===== src/rtl/cavlc_scan_ctrl.sv =====
// cavlc_scan_ctrl
//   Front-end sequencer of the CAVLC encoder. Buffers one 4x4 block of
//   quantised coefficients (scan order), reverse-scans it in 16 cycles to
//   form the block summary, then streams every nonzero coefficient, highest
//   scan index first, with its run_before and zeros_left.
//
// Ports
//   clk, rst            clock, asynchronous active-high reset
//   flush               synchronous abort back to IDLE (wins over handshakes)
//   blk_valid/ready     block input handshake, blk_data holds coef k at
//                       [k*DATA_W +: DATA_W], k=0 scanned first
//   sum_valid/ready     summary handshake: total_coeff, trailing_ones,
//                       total_zeros
//   coef_valid/ready    coefficient beat handshake: coef_level, coef_idx,
//                       coef_run_before, coef_zeros_left, coef_last
module cavlc_scan_ctrl #(
  parameter int DATA_W   = 15,
  parameter int NUM_COEF = 16
) (
  input  logic                       clk,
  input  logic                       rst,
  input  logic                       flush,
  input  logic                       blk_valid,
  output logic                       blk_ready,
  input  logic [NUM_COEF*DATA_W-1:0] blk_data,
  output logic                       sum_valid,
  input  logic                       sum_ready,
  output logic [4:0]                 total_coeff,
  output logic [1:0]                 trailing_ones,
  output logic [3:0]                 total_zeros,
  output logic                       coef_valid,
  input  logic                       coef_ready,
  output logic [DATA_W-1:0]          coef_level,
  output logic [3:0]                 coef_idx,
  output logic [3:0]                 coef_run_before,
  output logic [3:0]                 coef_zeros_left,
  output logic                       coef_last
);

  localparam logic [1:0] S_IDLE = 2'd0;
  localparam logic [1:0] S_SCAN = 2'd1;
  localparam logic [1:0] S_SUM  = 2'd2;
  localparam logic [1:0] S_EMIT = 2'd3;

  localparam logic [DATA_W-1:0] PLUS_ONE = {{(DATA_W-1){1'b0}}, 1'b1};

  logic [1:0]                 state;
  logic [NUM_COEF*DATA_W-1:0] blk_buf;
  logic [3:0]                 p;
  logic [4:0]                 tc;
  logic [1:0]                 t1;
  logic [3:0]                 tz;
  logic                       seen;
  logic                       t1_stop;
  logic [3:0]                 last_idx;
  logic [15:0]                nz;
  logic [3:0]                 zl;

  logic [DATA_W-1:0]          cur;
  logic                       cur_nz;
  logic                       cur_pm1;
  logic [3:0]                 hi;
  logic                       found;
  logic [3:0]                 run;
  logic                       is_last;

  assign cur     = blk_buf[p*DATA_W +: DATA_W];
  assign cur_nz  = (cur != '0);
  assign cur_pm1 = (cur == PLUS_ONE) || (cur == '1);

  // Highest nonzero position strictly below p; run_before is the gap to it,
  // or the distance to index 0 when p is the lowest nonzero.
  always_comb begin
    found = 1'b0;
    hi    = '0;
    for (int unsigned i = 0; i < NUM_COEF; i++) begin
      if (i < 32'(p) && nz[i]) begin
        found = 1'b1;
        hi    = 4'(i);
      end
    end
    run     = found ? (p - hi - 4'd1) : p;
    is_last = !found;
  end

  always_ff @(posedge clk or posedge rst) begin
    if (rst) begin
      state    <= S_IDLE;
      blk_buf  <= '0;
      p        <= '0;
      tc       <= '0;
      t1       <= '0;
      tz       <= '0;
      seen     <= 1'b0;
      t1_stop  <= 1'b0;
      last_idx <= '0;
      nz       <= '0;
      zl       <= '0;
    end else if (flush) begin
      state <= S_IDLE;
    end else begin
      case (state)
        S_IDLE: begin
          if (blk_valid) begin
            blk_buf  <= blk_data;
            tc       <= '0;
            t1       <= '0;
            tz       <= '0;
            seen     <= 1'b0;
            t1_stop  <= 1'b0;
            last_idx <= '0;
            nz       <= '0;
            p        <= 4'd15;
            state    <= S_SCAN;
          end
        end
        S_SCAN: begin
          if (cur_nz) begin
            tc    <= tc + 5'd1;
            nz[p] <= 1'b1;
            if (!seen) begin
              seen     <= 1'b1;
              last_idx <= p;
            end
            if (!t1_stop && cur_pm1 && t1 != 2'd3) t1 <= t1 + 2'd1;
            else t1_stop <= 1'b1;
          end else if (seen) begin
            tz <= tz + 4'd1;
          end
          if (p == 4'd0) state <= S_SUM;
          else p <= p - 4'd1;
        end
        S_SUM: begin
          if (sum_ready) begin
            if (tc == 5'd0) begin
              state <= S_IDLE;
            end else begin
              p     <= last_idx;
              zl    <= tz;
              state <= S_EMIT;
            end
          end
        end
        default: begin
          if (!nz[p]) begin
            p <= p - 4'd1;
          end else if (coef_ready) begin
            zl <= zl - run;
            if (is_last) state <= S_IDLE;
            else p <= p - 4'd1;
          end
        end
      endcase
    end
  end

  assign blk_ready       = (state == S_IDLE);
  assign sum_valid       = (state == S_SUM);
  assign total_coeff     = sum_valid ? tc : '0;
  assign trailing_ones   = sum_valid ? t1 : '0;
  assign total_zeros     = sum_valid ? tz : '0;

  assign coef_valid      = (state == S_EMIT) && nz[p];
  assign coef_level      = coef_valid ? cur : '0;
  assign coef_idx        = coef_valid ? p : '0;
  assign coef_run_before = coef_valid ? run : '0;
  assign coef_zeros_left = coef_valid ? zl : '0;
  assign coef_last       = coef_valid && is_last;

endmodule


===== config.mk =====
export PLATFORM = sky130hd
export DESIGN_NAME = cavlc_scan_ctrl
export DESIGN_NICKNAME = d
export VERILOG_FILES = /design/src/rtl/cavlc_scan_ctrl.sv
export SDC_FILE = /design/constraint.sdc
export NUM_CORES = 1
export LEC_CHECK = 0
export ABC_AREA = 1
export CAP_MARGIN = 20
export CORE_ASPECT_RATIO = 1.25
export CORE_UTILIZATION = 39
export CTS_CLUSTER_SIZE = 14
export DETAILED_ROUTE_END_ITERATION = 12
export PLACE_DENSITY = 0.59
export SETUP_SLACK_MARGIN = 0.5
export SLEW_MARGIN = 40
export SYNTH_ARGS = -nofsm -noshare
export SYNTH_HDL_FRONTEND = slang
export SYNTH_SLANG_ARGS = --single-unit

===== constraint.sdc =====
create_clock -name clk -period 18.5 [get_ports clk]
set_input_delay 3.7 -clock clk [delete_from_list [all_inputs] [get_ports clk]]
set_output_delay 3.7 -clock clk [all_outputs]
set_load 0.05 [all_outputs]

## Word-level counts from Yosys, hierarchy flattened

Cells that the tools add are included.

- Register bits after elaboration: 283
- Bits of input ports: 246
- Output and inout port bits: 42

- $add $sub $neg: 7
- $mul: 1
- $lt $le $gt $ge: 17
- Equality and inequality tests: 22
- Shift-type cells: 1
- Muxes and demuxes: 86
- Bitwise gates (word level): 3
- Reductions and logical operators: 42

Operators with widths:

| cell | count |
|---|---|
| $shiftx 240x9->15 | 1 |
| $mux 4 | 34 |
| $mux 16 | 2 |
| $pmux 16 s2 | 1 |
| $lt 4x4->1 const A | 7 |
| $mux 2 | 12 |
| $pmux 4 s2 | 3 |
| $mux 1 | 22 |
| $logic_and 1x1->1 | 20 |
| $ne 2x2->1 const B | 10 |
| $reduce_and 5->1 | 4 |
| $lt 3x4->1 const A | 4 |
| $or 16x16->16 | 1 |
| $eq 15x1->1 const B | 1 |
| $eq 15x15->1 const B | 1 |
| $mux 15 | 1 |
| $mux 5 | 3 |
| $ne 5x4->1 const B | 3 |
| $reduce_bool 15->1 | 1 |
| $pmux 4 s3 | 1 |
| $reduce_and 6->1 | 2 |
| $pmux 5 s2 | 1 |
| $reduce_bool 5->1 | 2 |
| $lt 1x4->1 const A | 2 |
| other kinds (30) | 40 |

## Depth between registers and ports, before layout

- Depth after elaboration: 23
- Depth in mapped cells: 32
- Depth with buffers taken out: 28

## Worst setup path after synthesis

No wires, ideal clock.

- Kind: reg-to-output
- Start point: reg p[0]
- End point: out coef_run_before[1]
- Arrival time: 3.779 ns
- Setup slack: 11.021 ns
- Stages on the path, launching flop included: 26
- Cells stage by stage: dfrtp_1 -> buf_6 -> inv_4 -> buf_6 -> buf_4 -> buf_2 -> ha_1 -> o21ai_0 -> nand2_1 -> o21ai_0 -> nand2_1 -> nand2_1 -> nand2_1 -> nand2_1 -> nand2_1 -> nand2_1 -> nand2_1 -> nand2_1 -> nand2_1 -> a21o_1 -> ha_1 -> fa_1 -> nand2_1 -> o21ai_0 -> inv_1 -> nor2_1

- Cells in the longest elaborated chain, start to end: 20
- Elaborated cells between the ends (all ways): 66
- Those cells by class: 2 x add/sub; 15 x order compare; 33 x mux; 16 x reduce/logical

RTL lines:

| element | RTL line | source |
|---|---|---|
| start: declaration | 49 | `logic [3:0] p;` |
| start signal: assignment | 131 | `else p <= p - 4'd1;` |
| start signal: assignment | 138 | `p <= last_idx;` |
| start signal: assignment | 146 | `p <= p - 4'd1;` |
| $lt 1x4->1 | 77 | `if (i < 32'(p) && nz[i]) begin` |
| $logic_and 1x1->1 | 77 |  |
| $mux 1 | 77 |  |
| $mux 4 (13 in series) | 77 |  |
| $sub 4x4->4 | 82 | `run = found ? (p - hi - 4'd1) : p;` |
| $sub 4x1->4 | 82 |  |
| $mux 4 | 82 |  |
| $mux 4 (*) | 166 | `assign coef_run_before = coef_valid ? run : '0;` |
| end: declaration | 35 | `output logic [3:0] coef_run_before,` |

Every way passes the cells marked *; elsewhere a longest branch is shown, timed or not. The select of a mux whose other input is x is not followed.

## Final worst setup path

- Start point: reg p[1]
- End point: out coef_run_before[1]

Same word-level chain as after synthesis.

==> out/qor.tcl <==
set qor(status) {finished, final reports clean}
set qor(ctsHtreeMaxLevel) 1
set qor(cts_tree) {yes}
set qor(end_kind) {output port}
set qor(floorplan.die.height_um) 222.2
set qor(timing.setup.critical_path_class) {reg2out}
set qor(maxSlewHeadroom_pct) 43.67
set qor(slew_worst_pin_ns) 0.8450
set qor(drv_slew) 0
set qor(ctsHoldBuffers) 0
set qor(final.setup_skew_ns) 0.01008
set qor(setup-tns-final_ns) 0
set qor(timing.final.crit_period_ns) 9.019
set qor(synth.largest_area_cell) {sky130_fd_sc_hd__dfrtp_1}
set qor(syn_to_final_growth_pct) 27.07
set qor(cts-root-to-sink-buffers) 3
set qor(synth-seq-cells) 283
set qor(ff2ff_path_depth) 22
set qor(worst_slack_ns) 9.481
set qor(sum_of_net_half_perimeters_after_detailed_placement_mm) 32.06
set qor(cts_root_buffer) {sky130_fd_sc_hd__clkbuf_16}
set qor(seq_area_frac_synth_pct) 46.83
set qor(first_pass_grt_wire_length_mm) 73.96
set qor(max_clock_freq_ghz) 0.1109
set qor(postLayoutCellArea_um2) 19220
set qor(avgRoutedWirePerCell_um) 16.41
set qor(postSynth.asyncResetShare_pct) 100.0
set qor(synth_top_flop_cell) {sky130_fd_sc_hd__dfrtp_1}
set qor(first_global_vias) 13860
set qor(r2r_end) {blk_buf[201]$_DFFE_PP0P_}
set qor(cellPowerDensity_nw_per_um2) 165.9
set qor(grt.overflow.total) 0
set qor(arrival_ns) 5.32
set qor(die_x_um) 178.1
set qor(initial_core_util_pct) 39.55
set qor(setup_viol) 0
set qor(min_delay_worst_endpoint) {blk_buf[125]$_DFFE_PP0P_}
set qor(worst-r2r-setup-slack_ns) 12.68
set qor(core_area_um2) 38240
set qor(drt-vias-per-instance) 4.869
set qor(finalWirelength_mm) 46.48
set qor(drt_iter0_drc) 852
set qor(die-area_um2) 39570
set qor(cells_resized_by_post_cts_repair) 0
set qor(routed-via-count) 13790
set qor(hold_path.startpoint) {blk_buf[125]$_DFFE_PP0P_}
set qor(synth-edff-count) 0
set qor(final.period_utilization_pct) 48.75
set qor(grt_start_max_net_pins) 152
set qor(synth_cell_type_count) 38
set qor(gp_routability_congestion) 0.8794
set qor(route.detailed.drc) 0
set qor(rows) 80
set qor(maxCapViolCount) 0
set qor(syn_nets) 2358
set qor(max-vdd-ir-drop_uv) 89.00
set qor(setup.worst_path.start) {p[1]$_DFFE_PP0P_}
set qor(place_ws_ns) 10.03
set qor(min_path_cells) 2
set qor(filler_cell_count) 3791
set qor(hold_class) {reg2reg}
set qor(cp.required_ns) 14.80
set qor(timing.final.hold_violations) 0
set qor(yosysWarningCount) 0
set qor(post_cts.repair.setup_buffers) 0
set qor(num-nets-final) 2578
set qor(total_global_routing_track_utilization_pct) 23.76
set qor(clock_sink_count) 283
set qor(worstPathMaxFanout) 72
set qor(yosys-top-cells-area) {sky130_fd_sc_hd__dfrtp_1 47%, sky130_fd_sc_hd__nand2_1 23%, sky130_fd_sc_hd__inv_1 5.4%}
set qor(drt_pass1_iterations) 5
set qor(postPlaceCellArea_um2) 18080
set qor(cp-start-kind) {flip-flop}
set qor(insertion_delay_to_the_later_sink_of_the_worst_skew_pair_ns) 0.57
set qor(yosysTopAreaCellShare_pct) 46.83
set qor(post_synth_inst_count) 2096
set qor(io_count) 288
set qor(worst_setup_hold_path_clk_slew_ns) 0.06
set qor(rr_startpoint) {p[0]$_DFFE_PP0P_}
set qor(power.static_leakage_nw) 9.570
set qor(final_layout_size_suffix_gt1_share_pct) 5.470
set qor(antenna_found_initial) 1
set qor(avgSynthCellArea_um2) 7.215
set qor(setup_repair_after_global_routing_missed_its_margin) {no}
set qor(io_buffer_count) 287
set qor(fin_hold_ws_ns) 0.4677
set qor(cts_buffers) 30
set qor(drtAntennaViolNets) 0
set qor(layout.core_utilization_pct) 50.26
set qor(synth.cell_area_um2) 15120
## report_power, final
part | leakage (nW) | internal (mW) | switching (mW)
clock | 0.520 | 0.383 | 0.258
combinational | 5.52 | 0.502 | 1.00
sequential | 3.53 | 0.895 | 0.147
total | 9.57 | 1.78 | 1.41
## cells in the mapped netlist (2+ instances only)
library cell,instances
sky130_fd_sc_hd__nand3_1,100
sky130_fd_sc_hd__o21ai_0,79
sky130_fd_sc_hd__a21boi_0,2
sky130_fd_sc_hd__ha_1,14
sky130_fd_sc_hd__clkbuf_1,20
sky130_fd_sc_hd__a21oi_1,20
sky130_fd_sc_hd__buf_1,6
sky130_fd_sc_hd__dfrtp_1,283
sky130_fd_sc_hd__fa_1,2
sky130_fd_sc_hd__o21ai_2,43
sky130_fd_sc_hd__o211ai_1,4
sky130_fd_sc_hd__nand2_1,907
sky130_fd_sc_hd__nand4_1,5
sky130_fd_sc_hd__nor3_1,6
sky130_fd_sc_hd__o21ai_1,126
sky130_fd_sc_hd__buf_6,27
sky130_fd_sc_hd__nor2_1,141
sky130_fd_sc_hd__xor2_1,7
sky130_fd_sc_hd__a31oi_1,2
sky130_fd_sc_hd__a21o_1,2
sky130_fd_sc_hd__o22ai_1,2
sky130_fd_sc_hd__inv_2,5
sky130_fd_sc_hd__buf_2,54
sky130_fd_sc_hd__xnor2_1,2
sky130_fd_sc_hd__nor2_2,3
sky130_fd_sc_hd__inv_1,216
sky130_fd_sc_hd__buf_4,6
sky130_fd_sc_hd__clkinv_1,2
## cell type report
cell class | count | area (um2) | share of cell area [%]
Antenna cell | 1 | 2.502 | 0.01302
Clock inverter | 13 | 147.6 | 0.7683
Clock buffer | 43 | 910.9 | 4.740
Sequential cell | 283 | 7089 | 36.89
Tap cell | 492 | 615.6 | 3.203
Multi-Input combinational cell | 1476 | 6489 | 33.77
Timing Repair Buffer | 301 | 3107 | 16.17
Inverter | 224 | 855.8 | 4.453
## worst max-delay path by stage
stage	endpoint	slack, ns	cells after the start
6_report	coef_run_before[1]	9.48	23
5_1_grt	coef_run_before[1]	9.03	23
4_1_cts	coef_run_before[1]	9.39	23
3_5_place_dp	coef_run_before[1]	10.03	23
3_3_place_gp	coef_run_before[1]	9.84	23
2_1_floorplan	blk_buf[0]$_DFFE_PP0P_	6.99	1
## sequential cells by signal, summed over array words and instances (netlist names)
register  cells
last_idx      4
t1            2
tz            4
tc            5
p             4
state         2
zl            4
seen          1
nz           16
blk_buf     240
t1_stop       1
## logic make-up (layout without fill, tap and decap cells)
logic type	after synthesis	in the layout	synth area share, %
buffers and inverters	337	581	10.32
and+or+nand+nor	1166	1166	30.14
other	0	1	0
AOI/OAI and AO/OA	285	285	10.77
xor gates and xnor gates	9	9	0.5213
DFF	283	283	46.83
adders and majority gates	16	16	1.423
## stage by stage
step	instances	power (mW)
floorplan	2096	2.162
global placement	2771	2.519
detailed placement	2773	2.564
CTS	2829	3.217
global route	2833	3.473
finish	2833	3.189
## layer usage
| metal | GRT usage, % | wire, um | vias up |
|---|---|---|---|
| met2 | 40.72 | 22750 | 341 |
| li1 | - | - | 6904 |
| met4 | 7.058 | 1148 | 0 |
| met1 | 31.31 | 20410 | 6490 |
| met3 | 2.521 | 2167 | 59 |
| met5 | 0 | 0 | - |
## worst max-delay path, stage by stage, from the launching register on
cell and delay (ns):
sky130_fd_sc_hd__dfrtp_4 0.65, sky130_fd_sc_hd__buf_12 0.26, sky130_fd_sc_hd__inv_2 0.08, sky130_fd_sc_hd__buf_6 0.52, sky130_fd_sc_hd__ha_1 0.33, sky130_fd_sc_hd__nor2_1 0.08, sky130_fd_sc_hd__o21ai_0 0.21, sky130_fd_sc_hd__nand2_1 0.08
sky130_fd_sc_hd__nand2_1 0.06, sky130_fd_sc_hd__nand2_1 0.05, sky130_fd_sc_hd__nand2_1 0.06, sky130_fd_sc_hd__nand2_1 0.05, sky130_fd_sc_hd__nand2_1 0.05, sky130_fd_sc_hd__nand2_1 0.05, sky130_fd_sc_hd__nand2_1 0.06, sky130_fd_sc_hd__nand2_1 0.05
sky130_fd_sc_hd__a21o_1 0.16, sky130_fd_sc_hd__ha_1 0.20, sky130_fd_sc_hd__fa_1 0.49, sky130_fd_sc_hd__nand2_1 0.05, sky130_fd_sc_hd__o21ai_0 0.15, sky130_fd_sc_hd__inv_1 0.12, sky130_fd_sc_hd__nor2_1 0.11, sky130_fd_sc_hd__clkdlybuf4s50_1 0.81
## cells in the final DEF (no fill, tap or decap), types with 2 or more instances in the layout
| cell type | synthesis | routed |
|---|---|---|
| sky130_fd_sc_hd__clkbuf_16 | 0 | 31 |
| sky130_fd_sc_hd__a31oi_1 | 2 | 2 |
| sky130_fd_sc_hd__nand3_1 | 100 | 100 |
| sky130_fd_sc_hd__a21o_1 | 2 | 2 |
| sky130_fd_sc_hd__buf_6 | 27 | 5 |
| sky130_fd_sc_hd__o211ai_1 | 4 | 4 |
| sky130_fd_sc_hd__o21ai_2 | 43 | 43 |
| sky130_fd_sc_hd__dfrtp_4 | 0 | 2 |
| sky130_fd_sc_hd__bufinv_16 | 0 | 3 |
| sky130_fd_sc_hd__clkbuf_8 | 0 | 9 |
| sky130_fd_sc_hd__clkinv_1 | 2 | 2 |
| sky130_fd_sc_hd__o21ai_0 | 79 | 79 |
| sky130_fd_sc_hd__o22ai_1 | 2 | 2 |
| sky130_fd_sc_hd__buf_16 | 0 | 3 |
| sky130_fd_sc_hd__inv_1 | 216 | 215 |
| sky130_fd_sc_hd__ha_1 | 14 | 14 |
| sky130_fd_sc_hd__a21boi_0 | 2 | 2 |
| sky130_fd_sc_hd__dfrtp_1 | 283 | 281 |
| sky130_fd_sc_hd__buf_12 | 0 | 4 |
| sky130_fd_sc_hd__inv_2 | 5 | 5 |
| sky130_fd_sc_hd__o21ai_1 | 126 | 126 |
| sky130_fd_sc_hd__xnor2_1 | 2 | 2 |
| sky130_fd_sc_hd__nor2_2 | 3 | 3 |
| sky130_fd_sc_hd__clkinvlp_4 | 0 | 3 |
| sky130_fd_sc_hd__a21oi_1 | 20 | 20 |
| sky130_fd_sc_hd__buf_4 | 6 | 2 |
| sky130_fd_sc_hd__nor3_1 | 6 | 6 |
| sky130_fd_sc_hd__nand2_1 | 907 | 907 |
| sky130_fd_sc_hd__clkdlybuf4s50_1 | 0 | 287 |
| sky130_fd_sc_hd__clkbuf_1 | 20 | 3 |
| sky130_fd_sc_hd__fa_1 | 2 | 2 |
| sky130_fd_sc_hd__nor2_1 | 141 | 140 |
| sky130_fd_sc_hd__nand4_1 | 5 | 5 |
| sky130_fd_sc_hd__clkinv_2 | 0 | 7 |
| sky130_fd_sc_hd__xor2_1 | 7 | 7 |
Power figures use the tool's default switching activity.
